### src/rtl/seq_detect_param_if.sv
// Bus interface for seq_detect_param: configuration, serial input stream and detector outputs.
// The counter signals (cnt_clr, match_cnt) exist only when SEQ_DET_CNT_EN is defined.
interface seq_detect_param_if #(
  parameter int unsigned MAX_LEN = 8
`ifdef SEQ_DET_CNT_EN
  , parameter int unsigned CNT_W = 16
`endif
);
  localparam int unsigned LEN_W = $clog2(MAX_LEN + 1);

  logic               enable;
  logic               cfg_load;
  logic [MAX_LEN-1:0] cfg_pattern;
  logic [LEN_W-1:0]   cfg_len;
  logic               cfg_overlap;
  logic               din_valid;
  logic               din_in;
  logic               match;
  logic               cfg_err;
  logic [1:0]         state_o;
`ifdef SEQ_DET_CNT_EN
  logic               cnt_clr;
  logic [CNT_W-1:0]   match_cnt;
`endif

  // Stimulus side: drives config and stream, observes detector outputs
  modport master (
    output enable, cfg_load, cfg_pattern, cfg_len, cfg_overlap, din_valid, din_in,
    input  match, cfg_err, state_o
`ifdef SEQ_DET_CNT_EN
    , output cnt_clr
    , input  match_cnt
`endif
  );

  // Detector side
  modport slave (
    input  enable, cfg_load, cfg_pattern, cfg_len, cfg_overlap, din_valid, din_in,
    output match, cfg_err, state_o
`ifdef SEQ_DET_CNT_EN
    , input  cnt_clr
    , output match_cnt
`endif
  );
endinterface

### src/rtl/seq_detect_param.sv
// Runtime-programmable serial sequence detector.
// Pattern (1..MAX_LEN bits, last-received bit in pattern[0]), length and overlap mode are
// loaded with cfg_load. Each hit gives a registered one-cycle match pulse.
// Optional feature: define SEQ_DET_CNT_EN to add a saturating hit counter (cnt_clr/match_cnt).
module seq_detect_param #(
  parameter int unsigned        MAX_LEN     = 8,
  parameter logic [MAX_LEN-1:0] RST_PATTERN = MAX_LEN'(8'b0000_1101),
  parameter int unsigned        RST_LEN     = 4,
  parameter logic               RST_OVERLAP = 1'b1
`ifdef SEQ_DET_CNT_EN
  , parameter int unsigned      CNT_W       = 16
`endif
) (
  input  logic                clk_in,
  input  logic                rst_n_in,
  seq_detect_param_if.slave   bus
);
  localparam int unsigned LEN_W = $clog2(MAX_LEN + 1);

  typedef enum logic [1:0] {
    ST_IDLE = 2'b00,
    ST_FILL = 2'b01,
    ST_HUNT = 2'b10
  } state_t;

  state_t             state_q, state_nx;
  // Only the previous MAX_LEN-1 bits are stored; the incoming bit completes the window.
  logic [MAX_LEN-2:0] hist_q, hist_nx;
  logic [LEN_W-1:0]   fill_q, fill_nx;
  logic [MAX_LEN-1:0] pat_q, pat_nx;
  logic [LEN_W-1:0]   len_q, len_nx;
  logic               ovl_q, ovl_nx;
  logic               match_q, match_nx;
  logic               err_q, err_nx;

  logic [MAX_LEN-1:0] win_c;
  logic [MAX_LEN-1:0] mask_c;
  logic               hit_c;
  logic               cfg_ok_c;
  logic               fill_last_c;

  // Compare window: stored history plus the bit on din_in, masked to the active length
  always_comb begin
    win_c = {hist_q, bus.din_in};
    for (int unsigned i = 0; i < MAX_LEN; i++) begin
      mask_c[i] = (LEN_W'(i) < len_q);
    end
    hit_c       = (((win_c ^ pat_q) & mask_c) == '0);
    cfg_ok_c    = (bus.cfg_len != '0) && (bus.cfg_len <= LEN_W'(MAX_LEN));
    fill_last_c = ((fill_q + LEN_W'(1)) == len_q);
  end

  // Next-state, datapath and output decode
  always_comb begin
    state_nx = state_q;
    hist_nx  = hist_q;
    fill_nx  = fill_q;
    pat_nx   = pat_q;
    len_nx   = len_q;
    ovl_nx   = ovl_q;
    match_nx = 1'b0;
    err_nx   = 1'b0;

    if (bus.cfg_load && cfg_ok_c) begin
      // Accepted reconfiguration restarts detection; any same-cycle data bit is dropped
      pat_nx   = bus.cfg_pattern;
      len_nx   = bus.cfg_len;
      ovl_nx   = bus.cfg_overlap;
      hist_nx  = '0;
      fill_nx  = '0;
      state_nx = bus.enable ? ST_FILL : ST_IDLE;
    end else begin
      err_nx = bus.cfg_load;
      if (!bus.enable) begin
        state_nx = ST_IDLE;
        hist_nx  = '0;
        fill_nx  = '0;
      end else begin
        case (state_q)
          ST_IDLE: begin
            state_nx = ST_FILL;
          end
          ST_FILL: begin
            if (bus.din_valid) begin
              if (fill_last_c) begin
                match_nx = hit_c;
                if (hit_c && !ovl_q) begin
                  hist_nx = '0;
                  fill_nx = '0;
                end else begin
                  hist_nx  = win_c[MAX_LEN-2:0];
                  state_nx = ST_HUNT;
                end
              end else begin
                hist_nx = win_c[MAX_LEN-2:0];
                fill_nx = fill_q + LEN_W'(1);
              end
            end
          end
          ST_HUNT: begin
            if (bus.din_valid) begin
              match_nx = hit_c;
              if (hit_c && !ovl_q) begin
                hist_nx  = '0;
                fill_nx  = '0;
                state_nx = ST_FILL;
              end else begin
                hist_nx = win_c[MAX_LEN-2:0];
              end
            end
          end
          default: begin
            state_nx = ST_IDLE;
            hist_nx  = '0;
            fill_nx  = '0;
          end
        endcase
      end
    end
  end

  // State register
  always_ff @(posedge clk_in or negedge rst_n_in) begin
    if (!rst_n_in) begin
      state_q <= ST_IDLE;
    end else begin
      state_q <= state_nx;
    end
  end

  // Datapath, configuration and registered outputs
  always_ff @(posedge clk_in or negedge rst_n_in) begin
    if (!rst_n_in) begin
      hist_q  <= '0;
      fill_q  <= '0;
      pat_q   <= RST_PATTERN;
      len_q   <= LEN_W'(RST_LEN);
      ovl_q   <= RST_OVERLAP;
      match_q <= 1'b0;
      err_q   <= 1'b0;
    end else begin
      hist_q  <= hist_nx;
      fill_q  <= fill_nx;
      pat_q   <= pat_nx;
      len_q   <= len_nx;
      ovl_q   <= ovl_nx;
      match_q <= match_nx;
      err_q   <= err_nx;
    end
  end

  assign bus.match   = match_q;
  assign bus.cfg_err = err_q;
  assign bus.state_o = state_q;

`ifdef SEQ_DET_CNT_EN
  localparam logic [CNT_W-1:0] CNT_MAX = '1;
  logic [CNT_W-1:0] cnt_q;

  // Saturating hit counter; a clear coinciding with a hit leaves a count of one
  always_ff @(posedge clk_in or negedge rst_n_in) begin
    if (!rst_n_in) begin
      cnt_q <= '0;
    end else if (bus.cnt_clr) begin
      cnt_q <= match_nx ? CNT_W'(1) : '0;
    end else if (match_nx && (cnt_q != CNT_MAX)) begin
      cnt_q <= cnt_q + CNT_W'(1);
    end
  end

  assign bus.match_cnt = cnt_q;
`endif

endmodule

### src/flat_wrapper.sv
// flat-port wrapper written by rule: the top's interface ports become plain ports
module seq_detect_param_flat 
#(
  parameter int unsigned        MAX_LEN     = 8,
  parameter logic [MAX_LEN-1:0] RST_PATTERN = MAX_LEN'(8'b0000_1101),
  parameter int unsigned        RST_LEN     = 4,
  parameter logic               RST_OVERLAP = 1'b1

)
  (clk_in, rst_n_in, bus_enable, bus_cfg_load, bus_cfg_pattern, bus_cfg_len, bus_cfg_overlap, bus_din_valid, bus_din_in, bus_match, bus_cfg_err, bus_state_o);
  seq_detect_param_if #(.MAX_LEN(MAX_LEN)) bus_i ();
  input  logic clk_in;
  input  logic rst_n_in;
  input wire logic [$bits(bus_i.enable)-1:0] bus_enable;
  input wire logic [$bits(bus_i.cfg_load)-1:0] bus_cfg_load;
  input wire logic [$bits(bus_i.cfg_pattern)-1:0] bus_cfg_pattern;
  input wire logic [$bits(bus_i.cfg_len)-1:0] bus_cfg_len;
  input wire logic [$bits(bus_i.cfg_overlap)-1:0] bus_cfg_overlap;
  input wire logic [$bits(bus_i.din_valid)-1:0] bus_din_valid;
  input wire logic [$bits(bus_i.din_in)-1:0] bus_din_in;
  output wire logic [$bits(bus_i.match)-1:0] bus_match;
  output wire logic [$bits(bus_i.cfg_err)-1:0] bus_cfg_err;
  output wire logic [$bits(bus_i.state_o)-1:0] bus_state_o;
  assign bus_i.enable = bus_enable;
  assign bus_i.cfg_load = bus_cfg_load;
  assign bus_i.cfg_pattern = bus_cfg_pattern;
  assign bus_i.cfg_len = bus_cfg_len;
  assign bus_i.cfg_overlap = bus_cfg_overlap;
  assign bus_i.din_valid = bus_din_valid;
  assign bus_i.din_in = bus_din_in;
  assign bus_match = bus_i.match;
  assign bus_cfg_err = bus_i.cfg_err;
  assign bus_state_o = bus_i.state_o;
  seq_detect_param #(.MAX_LEN(MAX_LEN), .RST_PATTERN(RST_PATTERN), .RST_LEN(RST_LEN), .RST_OVERLAP(RST_OVERLAP)) u_core (.clk_in(clk_in), .rst_n_in(rst_n_in), .bus(bus_i));
endmodule
### config.mk
export PLATFORM = sky130hd
export DESIGN_NAME = seq_detect_param_flat
export DESIGN_NICKNAME = d
export VERILOG_FILES = /design/src/rtl/seq_detect_param_if.sv /design/src/rtl/seq_detect_param.sv /design/src/flat_wrapper.sv
export SDC_FILE = /design/constraint.sdc
export NUM_CORES = 1
export LEC_CHECK = 0
export CORE_MARGIN = 2
export CORE_UTILIZATION = 55
export CTS_CLUSTER_DIAMETER = 120
export DETAILED_ROUTE_END_ITERATION = 6
export GPL_ROUTABILITY_DRIVEN = 0
export GPL_TIMING_DRIVEN = 0
export MAX_ROUTING_LAYER = met4
export PLACE_DENSITY = 0.88
export SLEW_MARGIN = 20
export SYNTH_ARGS = -nofsm -noshare
export SYNTH_HDL_FRONTEND = slang
export SYNTH_SLANG_ARGS = --single-unit
### constraint.sdc
create_clock -name clk_in -period 6.55 [get_ports clk_in]
set_input_delay 1.31 -clock clk_in [delete_from_list [all_inputs] [get_ports clk_in]]
set_output_delay 1.31 -clock clk_in [all_outputs]
set_load 0.01 [all_outputs]
==> results.txt, run 1 <==
initial antenna violation count - 0
RSZ-0062 raised after global routing - no
vias in the first global route - 1235
mux share of post-synthesis cell area - 9.29%
synthesized-area fraction occupied by and/or/nand/nor cells - 13.6%
nets@finish - 191
Post-Synth XOR/XNOR Area - 8.33%
Die Wd - 57.5 µm
Yosys top cell area share - 36.5%
Max Fanout on Critical Path - 10
chip height - 57.5 µm
ys async rst share - 100%
setup TNS - 0 ns
CTS buffer count - 3
sequential share of the synthesized area - 44.8%
row cnt - 19
min Tclk post-route - 3.30 ns
vias per cell - 6.12
Core ar. - 2730 µm²
hold depth - 1
# port buffers - 22
Period Utilization, post-route - 50.4%
compound-cell area share of the yosys netlist - 16.7%
# DRC - 0
clock tree from TritonCTS - built
antenna cell count - 0
die area - 3310 µm²
Sink Count - 28
Starting Density - 57.7%
final setup skew - 0.00289 ns
Netlist cell types - 44
grt total ovfl - 0
Fillers - 223
syn avg cell area - 11.3 µm²
synthesized area - 1580 µm²
worst skew pair latency - 0.32 ns
vias after detailed routing - 1205
Static Leakage - 0.786 nW
Synth area leaders - dfrtp_1, mux2_2, dfstp_2
post-detail-place hpwl - 2.34 mm
Hold WC Path Type - reg -> reg
syn nets - 164
layout cells sized above 1 - 19.3%
drt first-iter violations - 52
Routed Antenna Nets - 0
most frequent cell after synthesis - dfrtp_1
H-tree depth - 1
Synth Instances - 140
Seq cells post-synth - 28
Crit. End Element - flip-flop
Main synth FF type - dfrtp_1
routed len/inst - 15.5 µm
final wirelength - 3.06 mm
hold path start - u_core.pat_q[7]$_DFFE_PN0P_
main combinational cell family by area after synthesis - compound AO/OA/AOI/OAI gates
largest net degree at the start of global routing - 29
critical path type - in -> reg
status - finished, final reports clean
Area Overhead vs Synth - 17.8%
PostCTS Resize Cnt - 0
pwr dens - 218 nW/µm²
Worst-path clk slew - 0.14 ns
Max VDD drop - 0.168 mV
worst path required time - 6.82 ns
synth cell count leaders - dfrtp_1, mux2_2, xnor2_1, a32o_1, nand2_1
Reg-to-Reg Start - u_core.bus.state_o[0]$_DFFE_PN0P_
Total GRT Usage - 21.4%
worst reg-to-reg path cell count - 8
flop2flop setup slack - 4.10 ns
Hold EP - u_core.pat_q[7]$_DFFE_PN0P_
worst relative slew slack - 57.8%
FF-to-FF End - u_core.fill_q[3]$_DFFE_PN0P_
drt pass-1 iters - 4
worst slew pin tran - 0.630 ns
number of synthesized flops with an enable pin - 0
end-of-flow core utilization - 67.9%
Synth area leader - dfrtp_1
clock root cell - clkbuf_4
Maximum Capacitance Violations - 0
first-pass GRT wire length - 5.39 mm
crit start category - input pin
final slew viol count - 0
Yosys warnings - 0
Hold Fails Final Rpt - 0
CP arrival - 3.57 ns
adder-cell share of the synthesized area - 3.97%
setup violators final - 0
hold buffer count at CTS - 0
Fmax - 303 MHz
Top-Level Pins - 23
Post-CTS Setup Inserts - 0
Clock Path Buffers - 2
## cell usage in the layout (no fill, tap or decap), drive strengths merged, types with 2 or more instances in the layout
cell type	Yosys	final
nor2b	5	5
ha	5	5
mux2	13	13
dfstp	5	5
inv	4	4
a21oi	6	6
dfrtp	23	23
a32o	9	9
a221o	2	2
nor4	3	3
or2	2	2
nand2	7	7
xor2	5	5
xnor2	10	10
clkbuf	1	5
clkdlybuf4s50	0	21
nand3	3	3
nor2	5	5
o22ai	2	2
buf	5	6
nand2b	3	3
o21ai	5	5
nor3	2	2
## state kept, by name, indices dropped and copies added (netlist names)
signal and count:
u_core.pat_q 8, u_core.hist_q 7, u_core.fill_q 4, u_core.len_q 4
u_core.bus.state_o 2, u_core.bus.cfg_err 1, u_core.bus.match 1, u_core.ovl_q 1
## cells by family (layout without fill, tap and decap cells)
| group | count (synthesis) | after routing |
|---|---|---|
| AOI/OAI and AO/OA | 34 | 34 |
| xor gates and xnor gates | 15 | 15 |
| adders and majority gates | 5 | 5 |
| buffers and inverters | 10 | 36 |
| DFF | 28 | 28 |
| muxes | 13 | 13 |
| and+or+nand+nor | 35 | 35 |
## through the flow
step                      total power [mW]  hold slack (ns)  setup slack, ns  cell area [µm²]  cells
after floorplan                      0.296            0.485             3.65             1580    140
after detailed placement             0.337            0.519             2.90             1830    193
after global placement               0.331            0.499             2.97             1840    193
after global routing                 0.430            0.576             3.11             1860    197
final                                0.404            0.544             3.25             1860    197
after CTS                            0.409            0.552             3.27             1860    197
## worst max-delay path by stage
stage / startpoint / to / slack, ns / cells past startpoint
finish: bus_cfg_len[2] / u_core.fill_q[2]$_DFFE_PN0P_ / 3.25 / 7
floorplan: bus_cfg_len[2] / u_core.fill_q[2]$_DFFE_PN0P_ / 3.65 / 7
detailed placement: bus_cfg_len[2] / u_core.fill_q[0]$_DFFE_PN0P_ / 2.90 / 7
global route: bus_cfg_len[1] / u_core.fill_q[0]$_DFFE_PN0P_ / 3.11 / 7
CTS: bus_cfg_len[2] / u_core.fill_q[0]$_DFFE_PN0P_ / 3.27 / 7
global placement: bus_cfg_len[2] / u_core.fill_q[2]$_DFFE_PN0P_ / 2.97 / 8
## layer usage
metal / share of wire (%) / wire length [µm] / up-vias / global-route usage (%)
li1: - / - / 566 / -
met1: 40 / 1240 / 601 / 24.5
met2: 54 / 1670 / 32 / 38.1
met3: 3.8 / 116 / 6 / 3.40
met4: 1.4 / 44 / 0 / 6.64
met5: 0 / 0 / - / -
## where the power goes
group          switching (mW)  internal, mW
registers              0.0137         0.193
logic                  0.0638        0.0623
clock network          0.0470        0.0238
## final cells by class
class	count	area [µm²]	share of cell area, %
Timing Repair Buffer	22	215	11.6
Clock buffer	4	26.3	1.42
Inverter	4	15.0	0.809
Multi-Input combinational cell	102	818	44.1
Tap cell	31	38.8	2.09
Sequential cell	28	707	38.1
Buffer	6	36.3	1.95
## critical path, stage by stage
cell             delay [ns]
clkdlybuf4s50_1        0.43
nor3_1                 0.31
xnor2_1                0.15
a21oi_1                0.29
nor3b_2                0.60
nor2b_1                0.30
a221o_1                0.18
Power figures use the tool's default switching activity.
==> run 2, diff against run 1 <==
CORE_UTILIZATION = 48   (was 55)
PLACE_DENSITY = 0.82   (was 0.88)
clock period = 2.9 ns   (was 6.55 ns; I/O delays follow)
==> run 2 against run 1 <==
Cell area grew 0.88%. First-iteration DRC count up 31%. Worst hold slack worse by 0.31 ns. Largest cell class unchanged. Cell count up 6.6%.
==> results.txt, run 2 (synthesized netlist as in run 1, its figures left out) <==
Crit. End Element - flip-flop (unchanged)
Max Fanout on Critical Path - 9 (was 10)
worst slew pin tran - 0.639 ns (was 0.630 ns)
# port buffers - 22 (unchanged)
vias per cell - 5.73 (was 6.12)
CP arrival - 2.77 ns (was 3.57 ns)
Sw Pwr - 0.292 mW (was 0.125 mW)
initial antenna violation count - 0 (unchanged)
vias in the first global route - 1262 (was 1235)
Core ar. - 3080 µm² (was 2730 µm²)
Hold Fails Final Rpt - 0 (unchanged)
worst skew pair latency - 0.33 ns (was 0.32 ns)
hold buffer count at CTS - 0 (unchanged)
row cnt - 20 (was 19)
internal power - 0.632 mW (was 0.280 mW)
Post-CTS Setup Inserts - 0 (unchanged)
first-pass GRT wire length - 5.42 mm (was 5.39 mm)
Static Leakage - 0.786 nW (unchanged)
Storage cell area - 707 µm² (unchanged)
final wirelength - 3.10 mm (was 3.06 mm)
clock tree from TritonCTS - built (unchanged)
Logic pwr share - 31.0% (was 31.2%)
Hold WC Path Type - in -> async (was reg -> reg)
setup violators final - 0 (unchanged)
worst path required time - 3.14 ns (was 6.82 ns)
# DRC - 0 (unchanged)
Reg power frac - 50.6% (was 51.2%)
PostCTS Resize Cnt - 0 (unchanged)
pwr dens - 493 nW/µm² (was 218 nW/µm²)
total chip power - 0.923 mW (was 0.404 mW)
status - finished, final reports clean (unchanged)
Routed Antenna Nets - 0 (unchanged)
grt total ovfl - 0 (unchanged)
Fin Hold WS - 0.237 ns (was 0.544 ns)
critical path type - in -> reg (unchanged)
Max VDD drop - 0.266 mV (was 0.168 mV)
setup TNS - 0 ns (unchanged)
Post-Layout Cell Count - 210 (was 197)
Fmax - 395 MHz
end-of-flow core utilization - 60.9% (was 67.9%)
Maximum Capacitance Violations - 0 (unchanged)
Fillers - 274 (was 223)
crit start category - input pin (unchanged)
placed instance count - 206 (was 193)
Period Utilization, post-route - 87.4%
drt pass-1 iters - 6 (was 4)
H-tree depth - 1 (unchanged)
nets@finish - 191 (unchanged)
RSZ-0062 raised after global routing - no (unchanged)
Clk network pwr share - 18.4% (was 17.5%)
Biggest register - u_core.pat_q (unchanged)
Worst-path clk slew - 0.15 ns (was 0.14 ns)
vias after detailed routing - 1203 (was 1205)
layout cells sized above 1 - 19.3% (unchanged)
max FFs per register - 8 (unchanged)
most common cell after layout, fill and taps aside - dfrtp_1 (unchanged)
routed len/inst - 14.8 µm (was 15.5 µm)
area of the multi-input gates - 818 µm² (unchanged)
min Tclk post-route - 2.53 ns
clock root cell - clkbuf_4 (unchanged)
Sink Count - 28 (unchanged)
post-detail-place hpwl - 2.30 mm (was 2.34 mm)
largest net degree at the start of global routing - 29 (unchanged)
Starting Density - 51.2% (was 57.7%)
CTS buffer count - 3 (unchanged)
Area Overhead vs Synth - 18.8% (was 17.8%)
commonest cells after routing, fill and taps aside - dfrtp_1, clkdlybuf4s50_1, mux2_2, xnor2_1, a32o_1 (unchanged)
Top-Level Pins - 23 (unchanged)
worst relative slew slack - 57.2% (was 57.8%)
final slew viol count - 0 (unchanged)
drt first-iter violations - 68 (was 52)
die area - 3760 µm² (was 3310 µm²)
chip height - 61.3 µm (was 57.5 µm)
Total GRT Usage - 20.2% (was 21.4%)
Die Wd - 61.3 µm (was 57.5 µm)
Clock Path Buffers - 2 (unchanged)
switch share - 31.6% (was 30.8%)
Top Registers - u_core.pat_q: 8 flops, u_core.hist_q: 7 flops (unchanged)
final setup skew - 0.00270 ns (was 0.00289 ns)
antenna cell count - 0 (unchanged)
## run 2: cell counts in the layout (fill, tap and decap cells not counted)
No cell type changed its count.
## run 2: path summary, 6_finish.rpt
| path | depth (start not counted) | to | slack, ns | from |
|---|---|---|---|---|
| max | 8 | u_core.fill_q[2]$_DFFE_PN0P_ | 0.37 | bus_cfg_len[2] |
| min | 1 | u_core.bus.cfg_err$_DFF_PN0_ | 0.24 | rst_n_in |
| max reg2reg | 8 | u_core.fill_q[2]$_DFFE_PN0P_ | 0.46 | u_core.bus.state_o[0]$_DFFE_PN0P_ |
| min reg2reg | 1 | u_core.hist_q[6]$_DFFE_PN0P_ | 0.54 | u_core.hist_q[6]$_DFFE_PN0P_ |
| max in group asynchronous | 1 | u_core.fill_q[3]$_DFFE_PN0P_ | 2.25 | rst_n_in |
| min in group clk_in | 1 | u_core.hist_q[6]$_DFFE_PN0P_ | 0.54 | u_core.hist_q[6]$_DFFE_PN0P_ |
## run 2: critical path, stage by stage
cell and delay [ns]:
clkdlybuf4s50_1 0.42, nor3_1 0.30, xnor2_1 0.21, nand2_1 0.25, o211a_1 0.20, buf_1 0.21
a31o_2 0.30, a221o_1 0.29
## run 2: routing by layer
metal / wire length [µm] / GRT usage, %
met1: 1300 / 22.8
met2: 1640 / 35.9
met3: 113 / 3.57
met4: 40 / 6.83
met5: 0 / -
## run 2: area by class of cell
type	instances	share of cell area, %
Multi-Input combinational cell	102	43.7
Sequential cell	28	37.7
Timing Repair Buffer	22	11.5
Tap cell	44	2.94
Buffer	6	1.94
Clock buffer	4	1.40
Inverter	4	0.802
## run 2: through the flow
| step | area (µm²) | setup WS (ns) |
|---|---|---|
| 4_1_cts | 1870 | 0.355 |
| 5_1_grt | 1870 | 0.151 |
| 3_5_place_dp | 1850 | -0.0152 |
| 3_3_place_gp | 1850 | 0.0591 |
| 2_1_floorplan | 1580 | 0.695 |
| 6_report | 1870 | 0.366 |
## run 2: power by group through the flow
stage | combinational [mW] | clock [mW] | sequential (mW)
after floorplan | 0.198 | 0 | 0.470
after global placement | 0.274 | 0 | 0.473
after detailed placement | 0.286 | 0 | 0.476
after CTS | 0.288 | 0.173 | 0.468
after global routing | 0.319 | 0.187 | 0.473
final | 0.286 | 0.170 | 0.467
